[src/rtl/fifo_param.sv]
// fifo_param: parametrised single-clock FIFO with occupancy count,
// programmable almost-full/almost-empty flags, synchronous flush,
// sticky overflow/underflow flags and selectable first-word-fall-through.
module fifo_param #(
  parameter int DATA_WIDTH      = 32,
  parameter int ADDR_WIDTH      = 3,
  parameter int ALMOST_FULL_TH  = 6,
  parameter int ALMOST_EMPTY_TH = 2,
  parameter int FWFT            = 0
) (
  input  logic                  clk,
  input  logic                  rst,
  input  logic                  wr,
  input  logic [DATA_WIDTH-1:0] data_in,
  input  logic                  rd,
  input  logic                  flush,
  output logic [DATA_WIDTH-1:0] data_out,
  output logic                  empt,
  output logic                  full,
  output logic                  almost_empty,
  output logic                  almost_full,
  output logic [ADDR_WIDTH:0]   count,
  output logic                  overflow,
  output logic                  underflow
);

  localparam int DEPTH = 1 << ADDR_WIDTH;
  localparam int CW    = ADDR_WIDTH + 1;

  // Thresholds sized to the count width so the flag compares stay width-exact.
  localparam logic [CW-1:0] DEPTH_C = CW'(DEPTH);
  localparam logic [CW-1:0] AF_C    = CW'(ALMOST_FULL_TH);
  localparam logic [CW-1:0] AE_C    = CW'(ALMOST_EMPTY_TH);

  logic [DATA_WIDTH-1:0] mem [DEPTH];
  logic [ADDR_WIDTH:0]   rd_ptr;
  logic [ADDR_WIDTH:0]   wr_ptr;
  logic                  rd_acc;
  logic                  wr_acc;

  // A read is taken only from a non-empty FIFO; a write into a full FIFO is
  // taken only when a read frees a slot on the same edge.
  assign rd_acc = rd & ~empt;
  assign wr_acc = wr & (~full | rd_acc);

  // Status flags come straight from the registered count, so none of them
  // has a combinational path from wr or rd.
  assign empt         = (count == '0);
  assign full         = (count == DEPTH_C);
  assign almost_empty = (count <= AE_C);
  assign almost_full  = (count >= AF_C);

  // Pointers, occupancy and sticky error flags; flush empties the FIFO and
  // ignores that cycle's requests without raising errors for them.
  always_ff @(posedge clk) begin
    if (!rst) begin
      rd_ptr    <= '0;
      wr_ptr    <= '0;
      count     <= '0;
      overflow  <= 1'b0;
      underflow <= 1'b0;
    end else if (flush) begin
      rd_ptr    <= '0;
      wr_ptr    <= '0;
      count     <= '0;
      overflow  <= 1'b0;
      underflow <= 1'b0;
    end else begin
      if (wr_acc) wr_ptr <= wr_ptr + 1'b1;
      if (rd_acc) rd_ptr <= rd_ptr + 1'b1;
      case ({wr_acc, rd_acc})
        2'b10:   count <= count + 1'b1;
        2'b01:   count <= count - 1'b1;
        default: count <= count;
      endcase
      if (wr && !wr_acc) overflow  <= 1'b1;
      if (rd && !rd_acc) underflow <= 1'b1;
    end
  end

  // Storage array: cleared by reset, untouched by flush.
  always_ff @(posedge clk) begin
    if (!rst) begin
      for (int i = 0; i < DEPTH; i++) mem[i] <= '0;
    end else if (!flush && wr_acc) begin
      mem[wr_ptr[ADDR_WIDTH-1:0]] <= data_in;
    end
  end

  generate
    if (FWFT == 0) begin : g_std_read
      // Standard mode: the head word is registered out on an accepted read.
      always_ff @(posedge clk) begin
        if (!rst) begin
          data_out <= '0;
        end else if (!flush && rd_acc) begin
          data_out <= mem[rd_ptr[ADDR_WIDTH-1:0]];
        end
      end
    end else begin : g_fwft_read
      // Fall-through mode: the head word is always presented; rd just pops it.
      assign data_out = mem[rd_ptr[ADDR_WIDTH-1:0]];
    end
  endgenerate

endmodule

[config.mk]
export PLATFORM = sky130hd
export DESIGN_NAME = fifo_param
export DESIGN_NICKNAME = d
export VERILOG_FILES = /design/src/rtl/fifo_param.sv
export SDC_FILE = /design/constraint.sdc
export NUM_CORES = 1
export LEC_CHECK = 0
export CORE_MARGIN = 2
export CORE_UTILIZATION = 47
export DETAILED_ROUTE_END_ITERATION = 10
export GPL_TIMING_DRIVEN = 0
export PLACE_DENSITY = 0.68
export SYNTH_ARGS = -nofsm -noshare
export SYNTH_HDL_FRONTEND = slang
export SYNTH_SLANG_ARGS = --single-unit
[constraint.sdc]
create_clock -name clk -period 3.9 [get_ports clk]
set_input_delay 0.585 -clock clk [delete_from_list [all_inputs] [get_ports clk]]
set_output_delay 0.585 -clock clk [all_outputs]
set_load 0.05 [all_outputs]
==> impl_metrics.env <==
export IMPL_hold_path_startpoint="rd"
export IMPL_worstSetupStartpoint="count[1]$_SDFFE_PP0P_"
export IMPL_die_area_sq_mm=0.0290
export IMPL_cp_top_family="buffers and inverters"
export IMPL_wl_met2_microns=17500
export IMPL_antenna_found_initial=0
export IMPL_max_stage_delay_ps=810
export IMPL_antenna_left=0
export IMPL_layout_drive_gt1_share_pct=16.7
export IMPL_start_util_pct=48.0
export IMPL_wl_met3_microns=4050
export IMPL_place_hpwl_microns=23300
export IMPL_fin_area_sq_mm=0.0155
export IMPL_finalHoldViolations=0
export IMPL_cts_clk_slew_worst_paths_ps=60
export IMPL_grt_max_degree=23
export IMPL_period_share_pct=79.2
export IMPL_fmax_ghz=0.324
export IMPL_path_class="flop to output pin"
export IMPL_coreArea_sq_mm=0.0270
export IMPL_synth_edf_count=256
export IMPL_antenna_cells=0
export IMPL_overflow=0
export IMPL_setup_ws_ps=811
export IMPL_power_switching_uw=1690
export IMPL_synth_area_sq_mm=0.0130
export IMPL_reg2reg_from="count[1]$_SDFFE_PP0P_"
export IMPL_dpl_instance_area_sq_mm=0.0145
export IMPL_wl_met1_microns=14200
export IMPL_path_max_fanout=9
export IMPL_slew_headroom_pct=25.4
export IMPL_slew_viol_final=0
export IMPL_vdd_drop_max_uv=301
export IMPL_row_count=60
export IMPL_gr_usage_all_layers_pct=26.1
export IMPL_skew_ps=25.8
export IMPL_cp_start_kind="flop"
export IMPL_hp_class="input pin to flop"
export IMPL_cts_resized=0
export IMPL_drc=0
export IMPL_grt_pass1_wl_microns=54700
export IMPL_synth_cells=937
export IMPL_dr_total_vias=8616
export IMPL_first_pass_iters=5
export IMPL_port_buffers=77
export IMPL_cp_end_kind="output pin"
export IMPL_rsz0062_at_grt="no"
export IMPL_cts_tree="done"
export IMPL_cts_setup_buffers=0
export IMPL_cts_buffers=30
export IMPL_ys_async_sr_fraction_pct=0
export IMPL_clk_latency_ps=570
export IMPL_post_place_ws_ps=798
export IMPL_nets=1096
export IMPL_setup_viol=0
export IMPL_drv_cap=0
export IMPL_crit_buf_inv=2
export IMPL_synthesis_nets=979
export IMPL_die_h_microns=170
export IMPL_cp_arrival_ps=2500
export IMPL_combPwrFrac_pct=8.7
export IMPL_yosysSeqAreaShare_pct=66.0
export IMPL_swShare_pct=23.2
export IMPL_ys_flop_type="edfxtp_1"
export IMPL_htreeDepth=1
export IMPL_viasPerCell=6.07
export IMPL_routabilityCongestion=0.789
export IMPL_syn_area_per_cell_sq_um=13.9
export IMPL_routedWlPerCell_microns=26.0
export IMPL_power_density_mw_per_mm2=472
export IMPL_synth_distinct_cells=43
export IMPL_pin_count=79
export IMPL_cts_sinks=300
export IMPL_die_x_microns=170
export IMPL_drt_iter0_drc=1103
export IMPL_crit_required_ps=3310
export IMPL_layout_commonest_cell="nor2_1"
export IMPL_final_util_pct=57.2
export IMPL_power_uw=7290
export IMPL_p_leak_uw=0.00514
export IMPL_area_delta_synth_final_pct=19.1
export IMPL_worst_pin_slew_ps=1120
export IMPL_cp_slowest_cell="clkdlybuf4s50_1"
export IMPL_cts_buffer_depth=3
export IMPL_ys_ff_latch=300
export IMPL_clkPwrFrac_pct=41.4
export IMPL_postCtsHoldBufs=0
export IMPL_layout_min_cycle_time_ps=3090
export IMPL_grt_pass1_vias=8872
export IMPL_final_cell_mix="nor2_1, edfxtp_1, clkdlybuf4s50_1"
export IMPL_crit_chain="buf_2, nor3_1, and2_1, clkdlybuf4s50_1"
export IMPL_tns_ps=0
export IMPL_wl_microns=36800
export IMPL_root_buffer="clkbuf_16"
export IMPL_yosysWarnings=0
export IMPL_power_frac_seq_pct=49.9
export IMPL_internal_power_uw=5600
export IMPL_outcome="completed"
export IMPL_top_layer="met4"
## area by class of cell
class | instances | area [sq um]
multi-input cells | 555 | 4000
repair buffers | 85 | 953
clock buffers | 36 | 795
plain buffers | 77 | 479
inverters | 5 | 18.8
flip-flops and latches | 300 | 8570
clock inverters | 20 | 218
well taps | 341 | 427
fillers | 2131 | 11600
## worst min-delay path, stage by stage
cell and delay [ps]:
buf_2 200, a21oi_1 90, nor2_1 70
## registers in the layout, indices dropped and copies added (netlist names)
register	flops
overflow	1
data_out	32
rd_ptr	3
wr_ptr	3
underflow	1
count	4
mem	256
## through the flow
stage          hold slack [ps]  std cells
6_report                   428       1419
3_3_place_gp               452       1355
4_1_cts                    420       1419
5_1_grt                    500       1419
3_5_place_dp               475       1363
2_1_floorplan              529        937
## power by group through the flow
stage	Sequential, uW	Clock [uW]	Combinational, uW
6_report	3640	3020	634
5_1_grt	3650	3130	663
4_1_cts	3640	3010	630
3_5_place_dp	3710	0	628
3_3_place_gp	3720	0	589
2_1_floorplan	3770	0	287
## cells by family after synthesis
family | Yosys count | share of synthesized area (%)
adder cells (fa/ha/maj) | 5 | 0.540
XOR/XNOR | 7 | 0.472
AND/OR/NAND/NOR | 357 | 11.5
AO/OA/AOI/OAI | 87 | 3.84
multiplexers | 99 | 13.8
buffers and inverters | 82 | 3.84
flip-flops | 300 | 66.0
## worst paths after layout
path	to	slack [ps]	depth (start not counted)
max	full	810	4
min	underflow$_SDFFE_PP0P_	430	3
max reg2reg	mem[5][8]$_SDFFCE_PN0P_	1300	7
min reg2reg	underflow$_SDFFE_PP0P_	490	2
## cells in the mapped netlist (2+ instances only)
| cell type | count | area (sq um) |
|---|---|---|
| inv_1 | 5 | 18.8 |
| dfxtp_1 | 44 | 881 |
| nand3b_2 | 2 | 22.5 |
| edfxtp_1 | 256 | 7690 |
| clkbuf_1 | 27 | 101 |
| or2_2 | 2 | 12.5 |
| xor2_1 | 2 | 17.5 |
| mux4_2 | 64 | 1440 |
| a211oi_1 | 2 | 15.0 |
| buf_2 | 20 | 100 |
| mux2i_1 | 35 | 350 |
| xnor2_1 | 5 | 43.8 |
| a21oi_1 | 35 | 175 |
| buf_1 | 4 | 15.0 |
| buf_6 | 16 | 180 |
| o21ai_0 | 40 | 200 |
| buf_4 | 9 | 67.6 |
| nand2b_1 | 4 | 25.0 |
| ha_1 | 4 | 50.1 |
| nor2_1 | 272 | 1020 |
| a31oi_1 | 2 | 12.5 |
| nand3_1 | 66 | 330 |
## routing by layer
| metal | track usage [%] | vias to the layer above |
|---|---|---|
| li1 | - | 3691 |
| met1 | 35.0 | 4325 |
| met2 | 42.8 | 521 |
| met3 | 5.72 | 79 |
| met4 | 8.62 | 0 |
| met5 | 0 | - |
Note: power is estimated with default switching activity, not from simulation.
